<file path="src/rtl/alu_mbyte_seq_if.sv">
// Bundle of the sequencer's start/operand, data-memory and 8-bit ALU signals.
// master: the sequencer itself; slave: the surrounding control, memory and ALU.
interface alu_mbyte_seq_if #(
   parameter int ADDR_W = 8,
   parameter int LEN_W  = 4
);
   logic              start;
   logic [1:0]        cmd;
   logic [ADDR_W-1:0] a_base;
   logic [ADDR_W-1:0] b_base;
   logic [ADDR_W-1:0] d_base;
   logic [LEN_W-1:0]  len;
   logic [ADDR_W-1:0] mem_addr;
   logic [7:0]        mem_rd_data;
   logic              mem_wr_en;
   logic [7:0]        mem_wr_data;
   logic [7:0]        alu_a;
   logic [7:0]        alu_b;
   logic [3:0]        alu_op;
   logic              alu_ovf_in;
   logic [7:0]        alu_out;
   logic              alu_ovf_out;
   logic              busy;
   logic              done;
   logic              carry_out;
   logic              err;

   modport master (
      input  start, cmd, a_base, b_base, d_base, len, mem_rd_data, alu_out, alu_ovf_out,
      output mem_addr, mem_wr_en, mem_wr_data, alu_a, alu_b, alu_op, alu_ovf_in,
             busy, done, carry_out, err
   );

   modport slave (
      output start, cmd, a_base, b_base, d_base, len, mem_rd_data, alu_out, alu_ovf_out,
      input  mem_addr, mem_wr_en, mem_wr_data, alu_a, alu_b, alu_op, alu_ovf_in,
             busy, done, carry_out, err
   );
endinterface

</file>
<file path="src/rtl/alu_mbyte_seq.sv">
// Multi-byte add/sub/eq sequencer around an 8-bit ALU: 4 cycles per byte (RDA,RDB,EXEC,WR),
// done pulses 4*len+1 cycles after start (1 for len=0/reserved); start is ignored while busy.
module alu_mbyte_seq #(
   parameter int ADDR_W = 8,
   parameter int LEN_W  = 4
) (
   input logic             Clk,
   input logic             Reset,
   alu_mbyte_seq_if.master bus
);

   typedef enum logic [2:0] {IDLE, RDA, RDB, EXEC, WR, DONE} state_t;

   localparam logic [1:0] CMD_ADD = 2'b00;
   localparam logic [1:0] CMD_SUB = 2'b01;
   localparam logic [1:0] CMD_EQ  = 2'b10;
   localparam logic [1:0] CMD_RSV = 2'b11;

   state_t            state_q, state_d;
   logic [1:0]        cmd_q, cmd_d;
   logic [ADDR_W-1:0] a_base_q, a_base_d, b_base_q, b_base_d, d_base_q, d_base_d;
   logic [LEN_W-1:0]  len_q, len_d, idx_q, idx_d, idx_nx;
   logic [7:0]        a_q, a_d, b_q, b_d;
   logic              carry_q, carry_d, eqf_q, eqf_d;
   logic [ADDR_W-1:0] mem_addr_q, mem_addr_d;
   logic              mem_wr_en_q, mem_wr_en_d;
   logic [3:0]        alu_op_q, alu_op_d;
   logic              busy_q, busy_d, done_q, done_d;
   logic              carry_out_q, carry_out_d, err_q, err_d;
   logic              last_byte;

   assign idx_nx    = idx_q + LEN_W'(1);
   assign last_byte = (idx_q == len_q - LEN_W'(1));

   always_comb begin
      state_d     = state_q;
      cmd_d       = cmd_q;
      a_base_d    = a_base_q;
      b_base_d    = b_base_q;
      d_base_d    = d_base_q;
      len_d       = len_q;
      idx_d       = idx_q;
      a_d         = a_q;
      b_d         = b_q;
      carry_d     = carry_q;
      eqf_d       = eqf_q;
      mem_addr_d  = '0;
      mem_wr_en_d = 1'b0;
      alu_op_d    = alu_op_q;
      carry_out_d = carry_out_q;
      err_d       = err_q;

      case (state_q)
         IDLE: begin
            if (bus.start) begin
               cmd_d    = bus.cmd;
               a_base_d = bus.a_base;
               b_base_d = bus.b_base;
               d_base_d = bus.d_base;
               len_d    = bus.len;
               idx_d    = '0;
               carry_d  = 1'b0;
               eqf_d    = 1'b1;
               err_d    = (bus.cmd == CMD_RSV);
               case (bus.cmd)
                  CMD_SUB: alu_op_d = 4'b0001;
                  CMD_EQ:  alu_op_d = 4'b1110;
                  default: alu_op_d = 4'b0000;
               endcase
               if (bus.cmd == CMD_RSV) begin
                  state_d     = DONE;
                  carry_out_d = 1'b0;
               end else if (bus.len == '0) begin
                  state_d     = DONE;
                  carry_out_d = (bus.cmd == CMD_EQ);
               end else begin
                  state_d    = RDA;
                  mem_addr_d = bus.a_base;
               end
            end
         end
         RDA: begin
            state_d    = RDB;
            mem_addr_d = b_base_q + ADDR_W'(idx_q);
         end
         RDB: begin
            state_d = EXEC;
            a_d     = bus.mem_rd_data;
         end
         EXEC: begin
            // Address and strobe are registered, so they are set up on the way into WR.
            state_d = WR;
            b_d     = bus.mem_rd_data;
            if (cmd_q != CMD_EQ) begin
               mem_wr_en_d = 1'b1;
               mem_addr_d  = d_base_q + ADDR_W'(idx_q);
            end
         end
         WR: begin
            if (cmd_q == CMD_EQ) eqf_d = eqf_q & bus.alu_out[0];
            else                 carry_d = bus.alu_ovf_out;
            if (last_byte) begin
               state_d     = DONE;
               carry_out_d = (cmd_q == CMD_EQ) ? (eqf_q & bus.alu_out[0]) : bus.alu_ovf_out;
            end else begin
               state_d    = RDA;
               idx_d      = idx_nx;
               mem_addr_d = a_base_q + ADDR_W'(idx_nx);
            end
         end
         DONE:    state_d = IDLE;
         default: state_d = IDLE;
      endcase

      busy_d = (state_d != IDLE);
      done_d = (state_d == DONE);
   end

   always_ff @(posedge Clk) begin
      if (Reset) begin
         state_q     <= IDLE;
         cmd_q       <= CMD_ADD;
         a_base_q    <= '0;
         b_base_q    <= '0;
         d_base_q    <= '0;
         len_q       <= '0;
         idx_q       <= '0;
         a_q         <= '0;
         b_q         <= '0;
         carry_q     <= 1'b0;
         eqf_q       <= 1'b0;
         mem_addr_q  <= '0;
         mem_wr_en_q <= 1'b0;
         alu_op_q    <= 4'b0000;
         busy_q      <= 1'b0;
         done_q      <= 1'b0;
         carry_out_q <= 1'b0;
         err_q       <= 1'b0;
      end else begin
         state_q     <= state_d;
         cmd_q       <= cmd_d;
         a_base_q    <= a_base_d;
         b_base_q    <= b_base_d;
         d_base_q    <= d_base_d;
         len_q       <= len_d;
         idx_q       <= idx_d;
         a_q         <= a_d;
         b_q         <= b_d;
         carry_q     <= carry_d;
         eqf_q       <= eqf_d;
         mem_addr_q  <= mem_addr_d;
         mem_wr_en_q <= mem_wr_en_d;
         alu_op_q    <= alu_op_d;
         busy_q      <= busy_d;
         done_q      <= done_d;
         carry_out_q <= carry_out_d;
         err_q       <= err_d;
      end
   end

   // Equality never chains a carry; carry_q stays 0 for eq.
   assign bus.mem_addr    = mem_addr_q;
   assign bus.mem_wr_en   = mem_wr_en_q;
   assign bus.mem_wr_data = bus.alu_out;
   assign bus.alu_a       = a_q;
   assign bus.alu_b       = b_q;
   assign bus.alu_op      = alu_op_q;
   assign bus.alu_ovf_in  = carry_q;
   assign bus.busy        = busy_q;
   assign bus.done        = done_q;
   assign bus.carry_out   = carry_out_q;
   assign bus.err         = err_q;

endmodule
</file>
<file path="src/flat_wrapper.sv">
// flat-port wrapper written by rule: the top's interface ports become plain ports
module alu_mbyte_seq_flat 
#(
   parameter int ADDR_W = 8,
   parameter int LEN_W  = 4
)
  (Clk, Reset, bus_start, bus_cmd, bus_a_base, bus_b_base, bus_d_base, bus_len, bus_mem_rd_data, bus_alu_out, bus_alu_ovf_out, bus_mem_addr, bus_mem_wr_en, bus_mem_wr_data, bus_alu_a, bus_alu_b, bus_alu_op, bus_alu_ovf_in, bus_busy, bus_done, bus_carry_out, bus_err);
  alu_mbyte_seq_if #(.ADDR_W(ADDR_W), .LEN_W(LEN_W)) bus_i ();
  input logic Clk;
  input logic Reset;
  input wire logic [$bits(bus_i.start)-1:0] bus_start;
  input wire logic [$bits(bus_i.cmd)-1:0] bus_cmd;
  input wire logic [$bits(bus_i.a_base)-1:0] bus_a_base;
  input wire logic [$bits(bus_i.b_base)-1:0] bus_b_base;
  input wire logic [$bits(bus_i.d_base)-1:0] bus_d_base;
  input wire logic [$bits(bus_i.len)-1:0] bus_len;
  input wire logic [$bits(bus_i.mem_rd_data)-1:0] bus_mem_rd_data;
  input wire logic [$bits(bus_i.alu_out)-1:0] bus_alu_out;
  input wire logic [$bits(bus_i.alu_ovf_out)-1:0] bus_alu_ovf_out;
  output wire logic [$bits(bus_i.mem_addr)-1:0] bus_mem_addr;
  output wire logic [$bits(bus_i.mem_wr_en)-1:0] bus_mem_wr_en;
  output wire logic [$bits(bus_i.mem_wr_data)-1:0] bus_mem_wr_data;
  output wire logic [$bits(bus_i.alu_a)-1:0] bus_alu_a;
  output wire logic [$bits(bus_i.alu_b)-1:0] bus_alu_b;
  output wire logic [$bits(bus_i.alu_op)-1:0] bus_alu_op;
  output wire logic [$bits(bus_i.alu_ovf_in)-1:0] bus_alu_ovf_in;
  output wire logic [$bits(bus_i.busy)-1:0] bus_busy;
  output wire logic [$bits(bus_i.done)-1:0] bus_done;
  output wire logic [$bits(bus_i.carry_out)-1:0] bus_carry_out;
  output wire logic [$bits(bus_i.err)-1:0] bus_err;
  assign bus_i.start = bus_start;
  assign bus_i.cmd = bus_cmd;
  assign bus_i.a_base = bus_a_base;
  assign bus_i.b_base = bus_b_base;
  assign bus_i.d_base = bus_d_base;
  assign bus_i.len = bus_len;
  assign bus_i.mem_rd_data = bus_mem_rd_data;
  assign bus_i.alu_out = bus_alu_out;
  assign bus_i.alu_ovf_out = bus_alu_ovf_out;
  assign bus_mem_addr = bus_i.mem_addr;
  assign bus_mem_wr_en = bus_i.mem_wr_en;
  assign bus_mem_wr_data = bus_i.mem_wr_data;
  assign bus_alu_a = bus_i.alu_a;
  assign bus_alu_b = bus_i.alu_b;
  assign bus_alu_op = bus_i.alu_op;
  assign bus_alu_ovf_in = bus_i.alu_ovf_in;
  assign bus_busy = bus_i.busy;
  assign bus_done = bus_i.done;
  assign bus_carry_out = bus_i.carry_out;
  assign bus_err = bus_i.err;
  alu_mbyte_seq #(.ADDR_W(ADDR_W), .LEN_W(LEN_W)) u_core (.Clk(Clk), .Reset(Reset), .bus(bus_i));
endmodule
</file>
<file path="config.mk">
export PLATFORM = sky130hd
export DESIGN_NAME = alu_mbyte_seq_flat
export DESIGN_NICKNAME = d
export VERILOG_FILES = /design/src/rtl/alu_mbyte_seq_if.sv /design/src/rtl/alu_mbyte_seq.sv /design/src/flat_wrapper.sv
export SDC_FILE = /design/constraint.sdc
export NUM_CORES = 1
export LEC_CHECK = 0
export BUFFER_PORTS_ARGS = -buffer_cell sky130_fd_sc_hd__buf_4
export CAP_MARGIN = 20
export CORE_AREA = 2 2 81 83
export CTS_BUF_LIST = sky130_fd_sc_hd__clkbuf_16
export CTS_CLUSTER_SIZE = 14
export DETAILED_ROUTE_END_ITERATION = 6
export DIE_AREA = 0 0 83 85
export GPL_TIMING_DRIVEN = 0
export PLACE_DENSITY = 0.8
export SYNTH_ARGS = -nofsm -noshare
export SYNTH_HDL_FRONTEND = slang
export SYNTH_SLANG_ARGS = --single-unit
</file>
<file path="constraint.sdc">
create_clock -name Clk -period 4 [get_ports Clk]
set_input_delay 0.6 -clock Clk [delete_from_list [all_inputs] [get_ports Clk]]
set_output_delay 0.6 -clock Clk [all_outputs]
set_load 0.03 [all_outputs]
</file>
* Word-level counts from Yosys, hierarchy flattened
Cells that the tools add are included.
** Word-level totals
- Register bits after elaboration :: 72
- Output and inout port bits :: 42
** Cells by class
- Add/subtract/negate cells :: 5
- Equal/unequal tests :: 17
- Multiplexer cells :: 28
- Bitwise logic cells :: 2
- Reductions and logical operators :: 10
** Operator list (count)
- 8-bit 2-to-1 mux :: 5
- 8-bit case mux with 4 select lines :: 1
- 8-bit by 4-bit adder with 8-bit output :: 3
- 4-bit case mux with 2 select lines :: 2
- 3-bit case mux with 5 select lines :: 1
- 3-bit 2-to-1 mux :: 4
- 1-bit 2-to-1 mux :: 10
- 3-bit AND reduction :: 3
- 4-bit 2-to-1 mux :: 2
- 2-bit != test (second input constant) :: 4
- 2-bit equality test (second input constant) :: 3
- 3-bit by 2-bit equality test with 1-bit output (second input constant) :: 2
- 3-bit equality test (second input constant) :: 2
- 1-bit case mux with 2 select lines :: 3
- 4-bit by 1-bit adder with 4-bit output (second input constant) :: 1
- 4-bit equality test :: 1
- 4-bit zero test :: 1
- 2-bit by 1-bit != test with 1-bit output (second input constant) :: 2
- 4-bit AND reduction :: 1
- 4-bit by 1-bit subtractor with 4-bit output (second input constant) :: 1
- 3-bit by 1-bit equality test with 1-bit output (second input constant) :: 1
- 3-bit zero test :: 1
- 3-bit by 1-bit != test with 1-bit output (second input constant) :: 1
- 3-bit nonzero test :: 1
- other kinds (6) :: 6

* Depth between registers and ports, before layout
Gate-level depths: netlist (run 1).
- Depth in word-level cells :: 6
- Mapped depth :: 10

* Worst setup path before layout (run 1)
OpenSTA, ideal clock, no wires.
- Path kind :: register -> register
- Start :: reg u_core.idx_q[1]
- End :: reg u_core.mem_addr_q[4] (netlist: u_core.bus.mem_addr[4])
- Library setup time :: 122 ps
- Arrival time :: 1972 ps
- Required time :: 3878 ps
- Setup slack :: 1906 ps
- Cell stages (with the launch flop) :: 10
- Period minus slack after synthesis :: 2094 ps
- Path through :: dfxtp_1 -> ha_1 -> xor2_1 -> ha_1 -> nor2b_1 -> o21ai_0 -> nand2_1 -> xor2_1 -> a221oi_1 -> nor2_1
** Between the ends
- Longest elaborated chain between the ends :: 4
** Ends and longest elaborated chain
- start: declaration :: line alu_mbyte_seq.sv:22 : logic [LEN_W-1:0] len_q, len_d, idx_q, idx_d, idx_nx;
- start signal: assignment :: line alu_mbyte_seq.sv:146 : idx_q <= idx_d;
- 4-bit by 1-bit adder with 4-bit output :: line alu_mbyte_seq.sv:32 : assign idx_nx = idx_q + LEN_W'(1);
- 8-bit by 4-bit adder with 8-bit output :: line alu_mbyte_seq.sv:108 : mem_addr_d = a_base_q + ADDR_W'(idx_nx);
- 8-bit 2-to-1 mux :: line alu_mbyte_seq.sv:102 : if (last_byte) begin
- 8-bit case mux with 4 select lines (*) :: line alu_mbyte_seq.sv:53 : case (state_q)
- end signal: assignment :: line alu_mbyte_seq.sv:151 : mem_addr_q <= mem_addr_d;
- end: declaration :: line alu_mbyte_seq.sv:25 : logic [ADDR_W-1:0] mem_addr_q, mem_addr_d;
Mark *: on every way between the ends. The rest lies on a longest branch, timed or not.
A chain may end at the register's enable or synchronous reset.

* Worst setup path in the final report (run 1)
- Start :: reg u_core.idx_q[1]
- End :: reg u_core.mem_addr_q[7] (netlist: u_core.bus.mem_addr[7])
The elaborated chain is that of the path after synthesis.

==> results of run 1 <==
[cell usage in the layout, fill, tap and decap left out, drive strengths merged, types with 3 or more instances in the layout]
cell,count
a2bb2oi,4
mux2i,18
clkinv,5
dfxtp,70
clkbuf,17
nor3,4
nand2,80
nor2b,3
a21o,5
ha,14
a21oi,53
nor2,29
inv,7
xnor2,15
nand3b,6
a22oi,4
nand3,5
xor2,10
a211oi,4
a31oi,3
o21ai,7
nand2b,4
buf,104
fa,3
[worst max path at each step]
stage,startpoint,to,depth (start not counted)
global route,u_core.idx_q[1],u_core.bus.mem_addr[7],9
CTS,u_core.idx_q[1],u_core.bus.mem_addr[7],9
finish,u_core.idx_q[1],u_core.bus.mem_addr[7],9
floorplan,u_core.idx_q[1],u_core.bus.mem_addr[4],9
detailed placement,u_core.idx_q[1],u_core.bus.mem_addr[7],9
global placement,u_core.idx_q[1],u_core.bus.mem_addr[4],9
[power by group]
group | switching (mW) | internal, mW | total (mW)
combinational | 0.193 | 0.137 | 0.330
sequential | 0.0304 | 0.740 | 0.770
clock | 0.307 | 0.478 | 0.785
[state kept, by name, summed over array words and instances, names as in the netlist]
signal	cells
u_core.a_base_q	8
u_core.cmd_q	2
u_core.d_base_q	8
u_core.state_q	3
u_core.bus.alu_a	8
u_core.bus.mem_wr_en	1
u_core.idx_q	4
u_core.bus.err	1
u_core.b_base_q	8
u_core.len_q	4
u_core.bus.busy	1
u_core.eqf_q	1
u_core.bus.alu_op	2
u_core.bus.carry_out	1
u_core.bus.mem_addr	8
u_core.bus.done	1
u_core.bus.alu_b	8
u_core.bus.alu_ovf_in	1
[per-layer routing]
layer	part of all wire, %	vias to the layer above	global-route usage, %
met4	1.6	0	11.8
met3	6.0	11	3.99
met5	0	-	0
met2	50	96	45.3
met1	42	1479	32.8
li1	-	1537	-
[critical path: stages, from the launching register on]
cell and delay, ns:
dfxtp_1 0.58, ha_1 0.29, xor2_1 0.09, ha_1 0.35, o211ai_1 0.09, o21ai_0 0.28
nand3_1 0.19, xnor2_1 0.20, a22oi_1 0.08, a21oi_1 0.20
[final cells by class]
| cell class | instances | area, sq um |
|---|---|---|
| inverter | 7 | 26.3 |
| fill | 498 | 1770 |
| tap | 77 | 96.3 |
| timing repair buffer | 83 | 623 |
| clock inverter | 7 | 65.1 |
| clock buffer | 9 | 225 |
| multi-input combinational | 289 | 1830 |
| sequential | 70 | 1400 |
| buffer | 29 | 166 |
[through the flow]
| stage | setup WS (ns) | hold WS, ns | cell area [sq um] |
|---|---|---|---|
| floorplan | 1.91 | 0.440 | 3430 |
| global placement | 1.67 | 0.449 | 4150 |
| detailed placement | 1.60 | 0.454 | 4150 |
| CTS | 1.58 | 0.466 | 4440 |
| global route | 1.42 | 0.478 | 4440 |
| finish | 1.56 | 0.465 | 4440 |
[kinds of logic after synthesis]
logic type	after synthesis
fa+ha+maj	17
mux	18
xor+xnor	25
buf+inv	36
compound gates	94
flops	70
simple gates	135
==> out/metrics.csv, run 1 <==
stage,metric,value,unit
global_routing,grt_usage,26.3,%
run,max_cap_viol_count,0,
sta,rsz0062_at_grt,no,
yosys,synth_edf_count,0,
global_routing,grt_pass1_wl,14.8,mm
yosys,yosysTopAreaCell,dfxtp_1,
yosys,yosysWarnings,0,
sta,final_max_slew_viol_count,0,
clock_tree,cts_sinks,70,
drt,wl_per_cell,16.0,um
yosys,synthAdderAreaFrac,6.86,%
yosys,async_flop_share,0,%
placed_design,hpwl,6.63,mm
clock_tree,cts_resized,0,
floorplanning,num_rows,29,
hold_path,holdCritStartpoint,u_core.len_q[3],
sta,fin_tns_setup,0,ns
layout,antennaDiodeCount,0,
yosys,synth_fp_nets,462,
yosys,yosys.area.top_type_share,40.9,%
hold_path,whs_endpoint,u_core.len_q[3],
global_routing,antenna_found_initial,0,
clock_tree,holdBufCountCts,0,
global_routing,grt_max_degree,13,
sta,finalSetupViolations,0,
setup_path,crit_type,register to register,
clock_tree,root_buffer,clkbuf_16,
floorplanning,start_util,55.3,%
drt,antenna_left,0,
setup_path,start_kind,register,
layout,syn_to_final_growth,29.5,%
drt,vias,3123,
drt,routed_wl,9.11,mm
setup_path,r2r_slack,1.56,ns
hold_path,hold_path_depth,2,
placed_design,dp_cells,555,
layout,final_nets,556,
setup_path,r2r-end,u_core.bus.mem_addr[7],
yosys,syn_area,3430,sq um
placed_design,place_congestion,0.924,
yosys,synth_seq_cells,70,
global_routing,grt_pass1_vias,3123,
setup_path,rr_startpoint,u_core.idx_q[1],
sta,relSlewSlack,55.4,%
clock_tree,clock_latency,0.33,ns
setup_path,end_kind,register,
yosys,avgSynthCellArea,8.68,sq um
floorplanning,dieArea,7060,sq um
clock_tree,cts_buffers,9,
clock_tree,clkSlewWorstSetupHoldPaths,0.06,ns
sta,tightest_slew,0.666,ns
floorplanning,pin_count,92,
power,vdd_drop_max,356,uV
floorplanning,fp.dieH,85,um
power,p_leak,2.00,nW
power,power,1.89,mW
yosys,synth-simple-area-share,17.4,%
run_status,status,completed,
setup_path,crit_required,4.25,ns
setup_path,reg2reg_depth,9,
yosys,synth_top_family_by_area,compound AO/OA/AOI/OAI gates,
layout,drive_above_1_share,25.3,%
yosys,syn_inst,395,
layout,utilization,71.5,%
yosys,yosysMostFrequentCell,nand2_1,
yosys,synth_mux_area_share,5.26,%
yosys,synth_flop_cell,dfxtp_1,
floorplanning,die_w,83,um
clock_tree,cts-htree-levels,3,
drt,drtIter0Drc,186,
sta,min_period,2.44,ns
sta,hold_viol,0,
yosys,synth_xor_area_share,6.39,%
drt,route.detailed.drc,0,
floorplanning,core,6200,sq um
drt,first_pass_iters,4,
global_routing,grt_overflow_total,0,
setup_path,worstPathMaxFanout,8,
yosys,seq_area_frac_synth,40.9,%
yosys,synth_cell_types,43,
sta,max_freq,410,MHz
clock_tree,cts_tree,built,
power,powerDensity,425,nW/um^2
clock_tree,postCtsSetupBuffers,0,
sta,timing.final.crit_share,61.0,%
drt,drt-vias-per-instance,5.47,
hold_path,worstHoldPathType,register to register,
placed_design,port_buffers,83,
sta,skew,0.00609,ns
yosys,synth.area.top_cells,"dfxtp_1 (41%), nand2_1 (8.8%), a21oi_1 (7.7%)",
layout,layoutNonFillerInstCount,571,
setup_path,crit_arrival,2.69,ns
yosys,synth_compound_area_share,17.6,%
clock_tree,cts.path.max_buffers,2,
yosys,yosys-top-cells-count,"nand2_1 (80), dfxtp_1 (70), a21oi_1 (53)",
No activity file was read; power rests on OpenSTA's default activity.
==> run 2, diff against run 1 <==
- CORE_AREA: 2 2 81 83 -> 2 2 89 91
- DIE_AREA: 0 0 83 85 -> 0 0 91 93
- PLACE_DENSITY: 0.8 -> 0.7
- clock period: 4 -> 2.1 ns (I/O delays scaled with it)
==> run 2 against run 1 <==
Utilization fell by 10 points. Wire length decreased by 2.7%. Hold slack got worse by 0.25 ns. Clock-buffer cell count is the same.
==> out/metrics.csv, run 2 (synthesis gave the netlist of run 1 again) <==
stage,metric,value,unit,change
global_routing,grt_overflow_total,0,,unchanged
setup_path,crit_buf_inv,0,,unchanged
placed_design,place_congestion,0.852,,was 0.924
power,p_leak,2.05,nW,was 2.00 nW
drt,antenna_left,0,,unchanged
floorplanning,die_w,91,um,was 83 um
hold_path,hold_path_depth,3,,was 2
setup_path,reg2reg_depth,8,,was 9
floorplanning,num_rows,32,,was 29
placed_design,port_buffers,83,,unchanged
clock_tree,holdBufCountCts,0,,unchanged
global_routing,grt_pass1_wl,14.3,mm,was 14.8 mm
global_routing,antenna_found_initial,0,,unchanged
clock_tree,clock_latency,0.34,ns,was 0.33 ns
layout,drive_above_1_share,28.0,%,was 25.3%
power,cell_internal_pwr,2.96,mW,was 1.35 mW
power,pwr-share-comb,15.7,%,was 17.5%
power,swShare,25.6,%,was 28.1%
setup_path,crit_type,register to register,,unchanged
drt,routed_wl,8.87,mm,was 9.11 mm
setup_path,crit_chain,"ha_1, fa_1, a21o_1, a21oi_2, nor2_1, xor2_1, a22oi_1, a21oi_1",,"was ha_1, xor2_1, ha_1, o211ai_1, o21ai_0, nand3_1, xnor2_1, a22oi_1, a21oi_1"
clock_tree,root_buffer,clkbuf_16,,unchanged
layout,final_cell_mix,"buf_4 (95), nand2_1 (80), dfxtp_1 (67)",,"was buf_4 (93), nand2_1 (80), dfxtp_1 (70)"
sta,hold_slack,0.218,ns,was 0.465 ns
floorplanning,dieArea,8460,sq um,was 7060 sq um
floorplanning,core,7530,sq um,was 6200 sq um
clock_tree,cts.path.max_buffers,2,,unchanged
sta,hold_viol,0,,unchanged
drt,drtIter0Drc,97,,was 186
drt,wl_per_cell,14.8,um,was 16.0 um
sta,skew,0.00782,ns,was 0.00609 ns
drt,drt-vias-per-instance,5.13,,was 5.47
floorplanning,start_util,45.5,%,was 55.3%
drt,route.detailed.drc,0,,unchanged
drt,vias,3068,,was 3123
setup_path,end_kind,register,,unchanged
power,powerDensity,860,nW/um^2,was 425 nW/um^2
floorplanning,fp.dieH,93,um,was 85 um
floorplanning,pin_count,92,,unchanged
clock_tree,cts_sinks,70,,unchanged
drt,first_pass_iters,4,,unchanged
global_routing,grt_pass1_vias,3050,,was 3123
setup_path,cp.depth,8,,was 9
clock_tree,clkSlewWorstSetupHoldPaths,0.06,ns,about the same
sta,relSlewSlack,53.2,%,was 55.4%
layout,final_common_cell,buf_4,,unchanged
placed_design,hpwl,6.43,mm,was 6.63 mm
sta,min_period,2.06,ns,was 2.44 ns
setup_path,worstPathMaxFanout,6,,was 8
layout,syn_to_final_growth,34.8,%,was 29.5%
layout,final_nets,558,,was 556
sta,rsz0062_at_grt,yes,,was no
sta,timing.final.crit_share,98.3,%,was 61.0%
power,pwr-share-clk,47.5,%,was 41.6%
sta,tightest_slew,0.699,ns,was 0.666 ns
setup_path,start_kind,register,,unchanged
power,vdd_drop_max,465,uV,was 356 uV
setup_path,cpPeakStageDelay,0.41,ns,was 0.58 ns
setup_path,cpLargestDelayFamily,compound AO/OA/AOI/OAI gates,,unchanged
placed_design,dp_cells,580,,was 555
setup_path,crit_arrival,2.27,ns,was 2.69 ns
sta,max_freq,485,MHz,was 410 MHz
layout,layoutNonFillerInstCount,598,,was 571
sta,finalSetupViolations,0,,unchanged
power,p_seq_share,36.8,%,was 40.9%
sta,final_max_slew_viol_count,0,,unchanged
global_routing,grt_usage,21.3,%,was 26.3%
hold_path,worstHoldPathType,input port to register,,was register to register
clock_tree,cts_tree,built,,unchanged
clock_tree,cts_buffers,9,,unchanged
clock_tree,cts-htree-levels,3,,unchanged
run_status,status,completed,,unchanged
power,switchingPower,1.02,mW,was 0.530 mW
global_routing,grt_max_degree,14,,was 13
layout,antennaDiodeCount,0,,unchanged
setup_path,crit_required,2.30,ns,was 4.25 ns
run,max_cap_viol_count,0,,unchanged
setup_path,crit_path_top_delay_cell,fa_1,,was dfxtp_1
==> run 2: cell count changes in the layout (fill, tap and decap cells not counted), moves of 3 or more <==
| cell | before | now |
|---|---|---|
| clkinv_2 | 3 | 0 |
| ha_1 | 14 | 11 |
| dfxtp_4 | 0 | 3 |
| dfxtp_1 | 70 | 67 |
| bufinv_16 | 1 | 4 |
==> run 2: power groups by stage <==
stage / Sequential [mW] / Clock [mW] / Combinational [mW]
after global routing: 1.47 / 1.97 / 0.683
after CTS: 1.46 / 1.90 / 0.625
after detailed placement: 1.49 / 0 / 0.616
after global placement: 1.49 / 0 / 0.604
final: 1.46 / 1.89 / 0.625
after floorplan: 1.54 / 0 / 0.346
==> run 2: final cells by class <==
| type | instances | area, sq um |
|---|---|---|
| Buffer | 29 | 166 |
| Multi-Input combinational cell | 289 | 1880 |
| Clock buffer | 9 | 225 |
| Clock inverter | 7 | 146 |
| Inverter | 7 | 26.3 |
| Timing Repair Buffer | 85 | 638 |
| Fill cell | 685 | 2910 |
| Tap cell | 102 | 128 |
| Sequential cell | 70 | 1410 |
==> run 2: timing repair <==
action                     4_1_cts  5_1_grt
gates resized for setup         11        6
setup buffers                    0        2
setup endpoints to repair        4        3
pin swaps                        2        3
==> run 2: final timing paths <==
| kind | to | slack [ns] | from |
|---|---|---|---|
| setup reg to reg | u_core.bus.mem_addr[6] | 0.04 | u_core.idx_q[0] |
| setup / recovery | u_core.bus.mem_addr[6] | 0.04 | u_core.idx_q[0] |
| hold / removal | u_core.bus.alu_b[7] | 0.22 | bus_mem_rd_data[7] |
| hold reg to reg | u_core.bus.alu_op[0] | 0.46 | u_core.bus.alu_op[0] |
==> run 2: worst min-delay path: stages <==
cell	delay [ns]
buf_4	0.08
mux2i_1	0.05
nor2_1	0.07
==> run 2: metrics by stage <==
stage / setup slack [ns] / cell area, sq um / utilization (%) / total power [mW] / TNS [ns]
floorplan: 0.00599 / 3430 / - / 1.88 / 0
global placement: -0.288 / 4180 / 55.5 / 2.09 / -1.01
detailed placement: -0.293 / 4180 / 55.5 / 2.11 / -0.964
CTS: 0.00342 / 4580 / 60.9 / 3.99 / 0
global route: -0.0308 / 4620 / 61.4 / 4.12 / -0.0308
finish: 0.0367 / 4620 / 61.4 / 3.97 / 0
==> run 2: metal layers <==
metal  GRT usage [%]  part of all wire (%)  wire (um)  vias up
met5               0                     0          0        -
met4            8.84                   2.5        221        0
met3            5.16                   5.1        456       18
met2            37.0                    50       4440       87
met1            25.3                    42       3760     1422
li1                -                     -          -     1541
